`config.mk`:
```
export PLATFORM = sky130hd
export DESIGN_NAME = mc_controller_flat
export DESIGN_NICKNAME = d
export VERILOG_FILES = /design/src/rtl/mc_controller_if.sv /design/src/rtl/mc_controller.sv /design/src/flat_wrapper.sv
export SDC_FILE = /design/constraint.sdc
export NUM_CORES = 1
export LEC_CHECK = 0
export ABC_AREA = 1
export BUFFER_PORTS_ARGS = -buffer_cell sky130_fd_sc_hd__buf_2
export CAP_MARGIN = 0
export CORE_ASPECT_RATIO = 1.5
export CORE_MARGIN = 3
export CORE_UTILIZATION = 30
export DETAILED_ROUTE_END_ITERATION = 8
export GPL_TIMING_DRIVEN = 0
export PLACE_DENSITY = 0.55
export SLEW_MARGIN = 20
export SYNTH_ARGS = -nofsm -noshare
export SYNTH_HDL_FRONTEND = slang
export SYNTH_SLANG_ARGS = --single-unit
```
`constraint.sdc`:
```
create_clock -name clk -period 3.4 [get_ports clk]
set_input_delay 0.51 -clock clk [delete_from_list [all_inputs] [get_ports clk]]
set_output_delay 0.51 -clock clk [all_outputs]
set_load 0.05 [all_outputs]
```
`src/rtl/mc_controller_if.sv`:
```
// rtl/mc_controller_if.sv - instruction/status fields in, datapath strobes and selects out
//
// Ports (master = controller side):
//   op, funct3, funct7b5   instruction fields from the instruction register
//   zero, mem_ready        ALU zero flag, memory access completes this cycle
//   pcwrite, irwrite, memwrite, regwrite, adrsrc   datapath strobes/selects
//   alusrca, alusrcb, resultsrc                    2-bit mux selects
//   immsrc, alucontrol                             3-bit extender / ALU selects
//   instr_done, illegal                            one-cycle event pulses
interface mc_controller_if;
   logic [6:0] op;
   logic [2:0] funct3;
   logic       funct7b5;
   logic       zero;
   logic       mem_ready;
   logic       pcwrite;
   logic       irwrite;
   logic       memwrite;
   logic       regwrite;
   logic       adrsrc;
   logic [1:0] alusrca;
   logic [1:0] alusrcb;
   logic [1:0] resultsrc;
   logic [2:0] immsrc;
   logic [2:0] alucontrol;
   logic       instr_done;
   logic       illegal;

   modport master (
      input  op, funct3, funct7b5, zero, mem_ready,
      output pcwrite, irwrite, memwrite, regwrite, adrsrc,
             alusrca, alusrcb, resultsrc, immsrc, alucontrol,
             instr_done, illegal
   );

   modport slave (
      output op, funct3, funct7b5, zero, mem_ready,
      input  pcwrite, irwrite, memwrite, regwrite, adrsrc,
             alusrca, alusrcb, resultsrc, immsrc, alucontrol,
             instr_done, illegal
   );
endinterface

```
`src/rtl/mc_controller.sv`:
```
// rtl/mc_controller.sv - multicycle RV32 subset control FSM
//
// Ports:
//   clk      rising-edge clock
//   reset_n  active-low reset, asynchronous assert
//   bus      mc_controller_if.master: instruction fields and flags in,
//            datapath strobes, mux selects and event pulses out
module mc_controller (
   input  logic           clk,
   input  logic           reset_n,
   mc_controller_if.master bus
);

   localparam logic [6:0] op_lw  = 7'b0000011;
   localparam logic [6:0] op_sw  = 7'b0100011;
   localparam logic [6:0] op_r   = 7'b0110011;
   localparam logic [6:0] op_i   = 7'b0010011;
   localparam logic [6:0] op_beq = 7'b1100011;
   localparam logic [6:0] op_jal = 7'b1101111;
   localparam logic [6:0] op_lui = 7'b0110111;

   typedef enum logic [3:0] {
      st_fetch, st_decode, st_memadr, st_memread, st_memwb, st_memwrite,
      st_execr, st_execi, st_aluwb, st_beq, st_jal, st_lui
   } state_t;

   state_t     state;
   logic       pcupdate, branch;
   logic [1:0] aluop;
   logic       irwrite_c, memwrite_c, regwrite_c, done_c, illegal_c;

   always_ff @(posedge clk or negedge reset_n) begin
      if (!reset_n) begin
         state <= st_fetch;
      end else begin
         case (state)
            st_fetch:    if (bus.mem_ready) state <= st_decode;
            st_decode: begin
               case (bus.op)
                  op_lw, op_sw: state <= st_memadr;
                  op_r:         state <= st_execr;
                  op_i:         state <= st_execi;
                  op_beq:       state <= st_beq;
                  op_jal:       state <= st_jal;
                  op_lui:       state <= st_lui;
                  default:      state <= st_fetch;
               endcase
            end
            st_memadr:   state <= (bus.op == op_sw) ? st_memwrite : st_memread;
            st_memread:  if (bus.mem_ready) state <= st_memwb;
            st_memwb:    state <= st_fetch;
            st_memwrite: if (bus.mem_ready) state <= st_fetch;
            st_execr,
            st_execi,
            st_jal,
            st_lui:      state <= st_aluwb;
            st_aluwb,
            st_beq:      state <= st_fetch;
            default:     state <= st_fetch;
         endcase
      end
   end

   // Moore decode of the state; mem_ready only qualifies the stall points.
   always_comb begin
      pcupdate      = 1'b0;
      branch        = 1'b0;
      aluop         = 2'b00;
      irwrite_c     = 1'b0;
      memwrite_c    = 1'b0;
      regwrite_c    = 1'b0;
      done_c        = 1'b0;
      illegal_c     = 1'b0;
      bus.adrsrc    = 1'b0;
      bus.alusrca   = 2'b00;
      bus.alusrcb   = 2'b00;
      bus.resultsrc = 2'b00;
      case (state)
         st_fetch: begin
            bus.alusrcb   = 2'b10;
            bus.resultsrc = 2'b10;
            irwrite_c     = bus.mem_ready;
            pcupdate      = bus.mem_ready;
         end
         st_decode: begin
            bus.alusrca = 2'b01;
            bus.alusrcb = 2'b01;
            case (bus.op)
               op_lw, op_sw, op_r, op_i, op_beq, op_jal, op_lui: illegal_c = 1'b0;
               default: illegal_c = 1'b1;
            endcase
         end
         st_memadr: begin
            bus.alusrca = 2'b10;
            bus.alusrcb = 2'b01;
         end
         st_memread:  bus.adrsrc = 1'b1;
         st_memwb: begin
            bus.resultsrc = 2'b01;
            regwrite_c    = 1'b1;
            done_c        = 1'b1;
         end
         st_memwrite: begin
            bus.adrsrc = 1'b1;
            memwrite_c = 1'b1;
            done_c     = bus.mem_ready;
         end
         st_execr: begin
            bus.alusrca = 2'b10;
            aluop       = 2'b10;
         end
         st_execi: begin
            bus.alusrca = 2'b10;
            bus.alusrcb = 2'b01;
            aluop       = 2'b10;
         end
         st_aluwb: begin
            regwrite_c = 1'b1;
            done_c     = 1'b1;
         end
         st_beq: begin
            bus.alusrca = 2'b10;
            aluop       = 2'b01;
            branch      = 1'b1;
            done_c      = 1'b1;
         end
         st_jal: begin
            bus.alusrca = 2'b01;
            bus.alusrcb = 2'b10;
            pcupdate    = 1'b1;
         end
         st_lui: begin
            bus.alusrca = 2'b11;
            bus.alusrcb = 2'b01;
         end
         default: ;
      endcase
   end

   always_comb begin
      case (bus.op)
         op_sw:   bus.immsrc = 3'b001;
         op_beq:  bus.immsrc = 3'b010;
         op_jal:  bus.immsrc = 3'b011;
         op_lui:  bus.immsrc = 3'b100;
         default: bus.immsrc = 3'b000;
      endcase
   end

   // Only R-type (op[5]=1) with funct7b5 subtracts; addi ignores instr[30].
   always_comb begin
      case (aluop)
         2'b01:   bus.alucontrol = 3'b001;
         2'b10: begin
            case (bus.funct3)
               3'b000:  bus.alucontrol = (bus.op[5] & bus.funct7b5) ? 3'b001 : 3'b000;
               3'b010:  bus.alucontrol = 3'b101;
               3'b110:  bus.alucontrol = 3'b011;
               3'b111:  bus.alucontrol = 3'b010;
               default: bus.alucontrol = 3'b000;
            endcase
         end
         default: bus.alucontrol = 3'b000;
      endcase
   end

   // Strobes are gated by reset_n so that nothing writes while reset is held,
   // even though FETCH would otherwise follow mem_ready.
   assign bus.pcwrite    = reset_n & (pcupdate | (branch & bus.zero));
   assign bus.irwrite    = reset_n & irwrite_c;
   assign bus.memwrite   = reset_n & memwrite_c;
   assign bus.regwrite   = reset_n & regwrite_c;
   assign bus.instr_done = reset_n & done_c;
   assign bus.illegal    = reset_n & illegal_c;

endmodule
```
`src/flat_wrapper.sv`:
```
// flat-port wrapper written by rule: the top's interface ports become plain ports
module mc_controller_flat 
  (clk, reset_n, bus_op, bus_funct3, bus_funct7b5, bus_zero, bus_mem_ready, bus_pcwrite, bus_irwrite, bus_memwrite, bus_regwrite, bus_adrsrc, bus_alusrca, bus_alusrcb, bus_resultsrc, bus_immsrc, bus_alucontrol, bus_instr_done, bus_illegal);
  mc_controller_if bus_i ();
  input  logic clk;
  input  logic reset_n;
  input wire logic [$bits(bus_i.op)-1:0] bus_op;
  input wire logic [$bits(bus_i.funct3)-1:0] bus_funct3;
  input wire logic [$bits(bus_i.funct7b5)-1:0] bus_funct7b5;
  input wire logic [$bits(bus_i.zero)-1:0] bus_zero;
  input wire logic [$bits(bus_i.mem_ready)-1:0] bus_mem_ready;
  output wire logic [$bits(bus_i.pcwrite)-1:0] bus_pcwrite;
  output wire logic [$bits(bus_i.irwrite)-1:0] bus_irwrite;
  output wire logic [$bits(bus_i.memwrite)-1:0] bus_memwrite;
  output wire logic [$bits(bus_i.regwrite)-1:0] bus_regwrite;
  output wire logic [$bits(bus_i.adrsrc)-1:0] bus_adrsrc;
  output wire logic [$bits(bus_i.alusrca)-1:0] bus_alusrca;
  output wire logic [$bits(bus_i.alusrcb)-1:0] bus_alusrcb;
  output wire logic [$bits(bus_i.resultsrc)-1:0] bus_resultsrc;
  output wire logic [$bits(bus_i.immsrc)-1:0] bus_immsrc;
  output wire logic [$bits(bus_i.alucontrol)-1:0] bus_alucontrol;
  output wire logic [$bits(bus_i.instr_done)-1:0] bus_instr_done;
  output wire logic [$bits(bus_i.illegal)-1:0] bus_illegal;
  assign bus_i.op = bus_op;
  assign bus_i.funct3 = bus_funct3;
  assign bus_i.funct7b5 = bus_funct7b5;
  assign bus_i.zero = bus_zero;
  assign bus_i.mem_ready = bus_mem_ready;
  assign bus_pcwrite = bus_i.pcwrite;
  assign bus_irwrite = bus_i.irwrite;
  assign bus_memwrite = bus_i.memwrite;
  assign bus_regwrite = bus_i.regwrite;
  assign bus_adrsrc = bus_i.adrsrc;
  assign bus_alusrca = bus_i.alusrca;
  assign bus_alusrcb = bus_i.alusrcb;
  assign bus_resultsrc = bus_i.resultsrc;
  assign bus_immsrc = bus_i.immsrc;
  assign bus_alucontrol = bus_i.alucontrol;
  assign bus_instr_done = bus_i.instr_done;
  assign bus_illegal = bus_i.illegal;
  mc_controller u_core (.clk(clk), .reset_n(reset_n), .bus(bus_i));
endmodule
```
==> impl_metrics.env, run 1 <==
export IMPL_root_buffer="clkbuf_4"
export IMPL_largest_reg_flops=4
export IMPL_r2r_end="u_core.state[0]$_DFFE_PN0P_"
export IMPL_path_cells="inv_1 > nor2_1 > inv_1 > nor2_1 > inv_1 > ha_1 > nor4_1 > buf_2"
export IMPL_synth_simple_area_share_pct=59.24
export IMPL_cts_htree_levels=1
export IMPL_tns_ps=0
export IMPL_reg2reg_from="u_core.state[0]$_DFFE_PN0P_"
export IMPL_drtIter0Drc=6
export IMPL_grt_overflow_total=0
export IMPL_antenna_found_initial=0
export IMPL_pre_cts_slack_ps=1165
export IMPL_cts_tree="yes"
export IMPL_p_leak_uw=0.0005461
export IMPL_core_area_um2=1902
export IMPL_io_buffers=33
export IMPL_slew_headroom_pct=78.28
export IMPL_status="complete, no violations"
export IMPL_fin_crit_ps=2474
export IMPL_synth_edf_count=0
export IMPL_synth_fa_ha_area_share_pct=4.016
export IMPL_cp_start_kind="flop"
export IMPL_finish_cell_count_without_fillers=176
export IMPL_path_class="flop to output pin"
export IMPL_power_density_nw_per_um2=719.1
export IMPL_ys_warn_count=0
export IMPL_intPower_uw=210.2
export IMPL_hold_viol=0
export IMPL_ir_drop_mv=0.4323
export IMPL_p_clk_share_pct=9.3
export IMPL_viasPerCell=4.574
export IMPL_avgSynthCellArea_um2=5.236
export IMPL_synth_xor_area_share_pct=0
export IMPL_yosysTopAreaCell="nand2_1"
export IMPL_rsz0062_at_grt="no"
export IMPL_endpoint="bus_alucontrol[2]"
export IMPL_cts_sinks=4
export IMPL_startpoint="u_core.state[2]$_DFFE_PN0P_"
export IMPL_synth_ff_type="dfrtp_1"
export IMPL_synth_compound_area_share_pct=6.225
export IMPL_die_area_um2=2671
export IMPL_grt_pass1_vias=772
export IMPL_wl_per_cell_um=9.631
export IMPL_synth_top_family_by_area="simple AND/OR/NAND/NOR gates"
export IMPL_reg_top3="u_core.state x4"
export IMPL_clk_latency_ps=230
export IMPL_slowest_stage="dfrtp_1"
export IMPL_vias=805
export IMPL_end_kind="output pin"
export IMPL_io_pin_count=34
export IMPL_syn_num_nets=136
export IMPL_drive_above_1_share_pct=27.10
export IMPL_tightest_slew_ps=324.6
export IMPL_rr_worst_depth=6
export IMPL_clock_fmax_mhz=404.2
export IMPL_min_period_over_period_pct=72.76
export IMPL_syn_cell_area_um2=623.1
export IMPL_synthArstFlopShare_pct=100.0
export IMPL_crit_fanout=3
export IMPL_cts_buffers=3
export IMPL_rows=19
export IMPL_synth_seq_cells=4
export IMPL_grt_pass1_wl_um=2911
export IMPL_synth_top_area_share_pct=27.11
export IMPL_clockBufferDepth=2
export IMPL_drc=0
export IMPL_cpPeakStageDelay_ps=380
export IMPL_place_inst=173
export IMPL_postRouteAntennaNets=0
export IMPL_cp_common_cell="inv_1"
export IMPL_largest_register="u_core.state"
export IMPL_seqPwrFrac_pct=14.1
export IMPL_drt_pass1_iterations=4
export IMPL_routed_wl_um=1695
export IMPL_antennaDiodeCount=0
export IMPL_combPwrFrac_pct=76.5
export IMPL_hp_class="input port to asynchronous set/reset pin"
export IMPL_fin_ws_ps=926.3
export IMPL_fin_worst_skew_ps=2.916
export IMPL_synth_most_common_cell="nand2_1"
export IMPL_nets=174
export IMPL_slew_viol_final=0
export IMPL_synthTopCellsByArea="nand2_1 (27%), dfrtp_1 (16%), inv_1 (14%)"
export IMPL_cp_data_required_time_ps=2890
export IMPL_synth_cells=119
export IMPL_net_switching_power_uw=391.7
export IMPL_track_usage_pct=13.58
export IMPL_die_height_um=61.82
export IMPL_cts_reportedPaths_clkPinSlew_ps=40
export IMPL_areaGrowthSynthToFinish_pct=34.34
export IMPL_reg2reg_setup_slack_ps=2160
export IMPL_post_cts_setup_buffers=0
export IMPL_chipWidth_um=43.21
export IMPL_grt_max_degree=8
export IMPL_ys_top_cells_by_count="nand2_1 (45), inv_1 (23), nor2_1 (16), nand3_1 (9), dfrtp_1 (4)"
export IMPL_yosysSeqAreaShare_pct=16.06
export IMPL_finalSetupViolCount=0
export IMPL_dpl_hpwl_um=1491
export IMPL_netSwitchingFraction_pct=65.08
export IMPL_initial_utilization_pct=32.76
export IMPL_maxCapViolations=0
export IMPL_gp_congestion=0.8091
export IMPL_synth_mux_area_share_pct=0
export IMPL_synth_cell_type_count=19
export IMPL_ctsResizeCount=0
export IMPL_holdBufCountCts=0
export IMPL_arrival_ps=1960
-- power groups by stage --
stage / combinational [µW] / sequential, µW / clock [µW]
6_report: 461 / 85.1 / 56.2
3_5_place_dp: 464 / 86.2 / 0
5_1_grt: 500 / 87.4 / 66.9
2_1_floorplan: 370 / 79.0 / 0
4_1_cts: 465 / 85.8 / 59.3
3_3_place_gp: 462 / 86.2 / 0
-- critical path: cells and delay by family (launching register included) --
kind                       cells  cell delay, ps
DFF                            1             380
and+or+nand+nor                3             530
adders and majority gates      1             280
buffers and inverters          4             540
-- final cells by class --
class | count | area [µm²]
multi-input combinational | 91 | 432.9
tap | 21 | 26.28
sequential | 4 | 100.1
fill | 228 | 1065
inverter | 24 | 90.09
clock buffer | 3 | 22.52
timing repair buffer | 33 | 165.2
-- per-stage QoR --
stage               instance area [µm²]  utilization (%)  hold slack, ps  total power (µW)
global placement                  814.5            42.83           331.0             548.2
floorplan                         623.1                -           214.4             449.3
detailed placement                814.5            42.83           333.3             549.9
CTS                               837.1            44.01           88.03             610.2
global route                      837.1            44.01           83.49             653.9
finish                            837.1            44.01           90.88             602.0
-- worst min path at each step --
| stage | end | startpoint |
|---|---|---|
| 2_1_floorplan | u_core.state[0]$_DFFE_PN0P_ | reset_n |
| 3_3_place_gp | u_core.state[2]$_DFFE_PN0P_ | reset_n |
| 3_5_place_dp | u_core.state[2]$_DFFE_PN0P_ | reset_n |
| 4_1_cts | u_core.state[2]$_DFFE_PN0P_ | reset_n |
| 5_1_grt | u_core.state[3]$_DFFE_PN0P_ | reset_n |
| 6_report | u_core.state[3]$_DFFE_PN0P_ | reset_n |
-- kinds of logic after synthesis --
kind of cell / Yosys count
DFF: 4
AOI/OAI and AO/OA: 7
and+or+nand+nor: 82
buffers and inverters: 24
adders and majority gates: 2
-- cells in the final DEF, fill, tap and decap left out, types with 3 or more instances in the layout --
| master | count |
|---|---|
| nand2_1 | 45 |
| buf_2 | 33 |
| inv_1 | 23 |
| nor2_1 | 16 |
| nand3_1 | 9 |
| dfrtp_1 | 4 |
| nor2_4 | 3 |
| clkbuf_4 | 3 |
-- layer usage --
| layer | vias to the layer above | global-route usage, % | wire (µm) | part of all wire, % |
|---|---|---|---|---|
| met3 | 0 | 4.323 | 102 | 6.0 |
| met4 | 0 | 1.724 | 0 | 0 |
| met2 | 21 | 25.37 | 865 | 51 |
| met5 | - | 0 | 0 | 0 |
| met1 | 343 | 15.42 | 728 | 43 |
| li1 | 441 | - | - | - |
Note: power is estimated with default switching activity, not from simulation.
==> inputs of run 2 (changes only) <==
Settings changed: PLACE_DENSITY 0.55 to 0.57.
Clock period 3.4 ns to 2.2 ns, I/O delays scaled along.
==> impl_metrics.env, run 2 (same netlist as run 1, synthesis figures left out) <==
export IMPL_status="complete, no violations"
export IMPL_fin_worst_skew_ps=3.475
export IMPL_cp_data_required_time_ps=1870
export IMPL_end_kind="output pin"
export IMPL_reg2reg_setup_slack_ps=650
export IMPL_clockBufferDepth=2
export IMPL_tightest_slew_ps=330.4
export IMPL_drc=0
export IMPL_grt_overflow_total=0
export IMPL_rows=19
export IMPL_path_cells="nor2_4 > inv_1 > nor2_2 > buf_4 > ha_1 > nand3b_1 > a21oi_1 > buf_2"
export IMPL_arrival_ps=1770
export IMPL_cts_htree_levels=1
export IMPL_regArea_um2=101.3
export IMPL_gp_congestion=0.8247
export IMPL_hold_viol=0
export IMPL_place_area_um2=845.8
export IMPL_grt_pass1_wl_um=3084
export IMPL_crit_buf_inv=3
export IMPL_layout_commonest_cell="nand2_1"
export IMPL_die_area_um2=2671
export IMPL_clk_latency_ps=240
export IMPL_postRouteAntennaNets=0
export IMPL_chipWidth_um=43.21
export IMPL_antennaDiodeCount=0
export IMPL_largest_reg_flops=4
export IMPL_final_cell_mix="nand2_1 (45), buf_2 (31), inv_1 (20), nor2_1 (14), nand3_1 (9)"
export IMPL_rr_worst_depth=11
export IMPL_initial_utilization_pct=32.76
export IMPL_place_inst=173
export IMPL_dpl_hpwl_um=1477
export IMPL_cpPeakStageDelay_ps=450
export IMPL_min_period_over_period_pct=95.26
export IMPL_cts_buffers=3
export IMPL_vias=872
export IMPL_critPathTopFamily="buffers and inverters"
export IMPL_final_core_util_pct=50.26
export IMPL_drt_pass1_iterations=2
export IMPL_core_area_um2=1902
export IMPL_grt_max_degree=8
export IMPL_nets=181
export IMPL_power_density_nw_per_um2=1027
export IMPL_cts_sinks=4
export IMPL_die_height_um=61.82
export IMPL_path_class="flop to output pin"
export IMPL_fin_area_um2=955.9
export IMPL_ir_drop_mv=0.5119
export IMPL_slew_viol_final=0
export IMPL_fin_crit_ps=2096
export IMPL_reg_top3="u_core.state x4"
export IMPL_drtIter0Drc=20
export IMPL_reg2reg_from="u_core.state[2]$_DFFE_PN0P_"
export IMPL_crit_fanout=4
export IMPL_multi_input_area_um2=486.7
export IMPL_cts_tree="yes"
export IMPL_slowest_stage="dfrtp_2"
export IMPL_root_buffer="clkbuf_4"
export IMPL_cp_start_kind="flop"
export IMPL_io_buffers=33
export IMPL_n_fill_cell=213
export IMPL_cts_reportedPaths_clkPinSlew_ps=40
export IMPL_finalSetupViolCount=0
export IMPL_r2r_end="u_core.state[0]$_DFFE_PN0P_"
export IMPL_clock_fmax_mhz=477.2
export IMPL_track_usage_pct=14.38
export IMPL_drive_above_1_share_pct=36.42
export IMPL_largest_register="u_core.state"
export IMPL_slew_headroom_pct=77.89
export IMPL_grt_pass1_vias=820
export IMPL_antenna_found_initial=0
export IMPL_maxCapViolations=0
export IMPL_areaGrowthSynthToFinish_pct=53.41
export IMPL_p_leak_uw=0.0005925
export IMPL_wl_per_cell_um=9.689
export IMPL_routed_wl_um=1773
export IMPL_finish_cell_count_without_fillers=183
export IMPL_io_pin_count=34
export IMPL_viasPerCell=4.765
export IMPL_hp_class="input port to asynchronous set/reset pin"
run 2: changes by cell type in the layout (fill, tap and decap cells not counted), moves of 2 or more:
cell / before / now
buf_4: 0 / 7
inv_2: 1 / 4
buf_2: 33 / 31
nor2_1: 16 / 14
inv_1: 23 / 20
run 2: per-layer routing:
layer | share of wire (%) | up-vias | track usage (%)
li1 | - | 455 | -
met1 | 40 | 389 | 15.51
met2 | 52 | 24 | 28.54
met3 | 5.9 | 4 | 1.441
met4 | 1.9 | 0 | 5.172
met5 | 0 | - | 0
run 2: where the power goes:
group / leakage (µW) / switching [µW] / total, µW / internal (µW)
Combinational: 0.000527 / 557 / 759 / 202
Clock: 0.0000138 / 31.5 / 92.6 / 61.1
Sequential: 0.0000519 / 35.6 / 130 / 94.7
run 2: cell type report:
cell class	instances	area share (%)
clock buffers	3	2.356
well taps	21	2.749
repair buffers	40	23.95
inverters	24	9.424
flip-flops and latches	4	10.60
multi-input cells	91	50.92
run 2: how the worst max path moves through the flow:
| stage | from | endpoint | slack [ps] | cells after the start |
|---|---|---|---|---|
| floorplan | u_core.state[2]$_DFFE_PN0P_ | bus_alucontrol[0] | -40 | 7 |
| global route | u_core.state[3]$_DFFE_PN0P_ | bus_alucontrol[2] | -10 | 8 |
| finish | u_core.state[3]$_DFFE_PN0P_ | bus_alucontrol[0] | 100 | 8 |
| detailed placement | u_core.state[2]$_DFFE_PN0P_ | bus_alucontrol[2] | 110 | 8 |
| global placement | u_core.state[3]$_DFFE_PN0P_ | bus_alucontrol[2] | 130 | 7 |
| CTS | u_core.state[3]$_DFFE_PN0P_ | bus_alucontrol[2] | 10 | 7 |
run 2: per-stage QoR:
| stage | total power [µW] | worst slack, ps | hold WS [ps] | setup TNS, ps |
|---|---|---|---|---|
| floorplan | 702.6 | -41.12 | 34.41 | -41.12 |
| global placement | 852.2 | 127.4 | 153.2 | 0 |
| CTS | 976.7 | 12.06 | 440.8 | 0 |
| finish | 981.7 | 104.4 | 441.1 | 0 |
| global route | 1056 | -9.752 | 487.0 | -9.752 |
| detailed placement | 853.4 | 108.9 | 154.9 | 0 |
run 2: what timing repair did:
item / 4_1_cts / 5_1_grt
endpoints found under the hold margin: 4 / 0
resized for setup: 3 / 9
pin swaps: 2 / 1
endpoints found under the setup margin: 1 / 4
buffers inserted: 6 / 0
hold buffers: 1 / 0
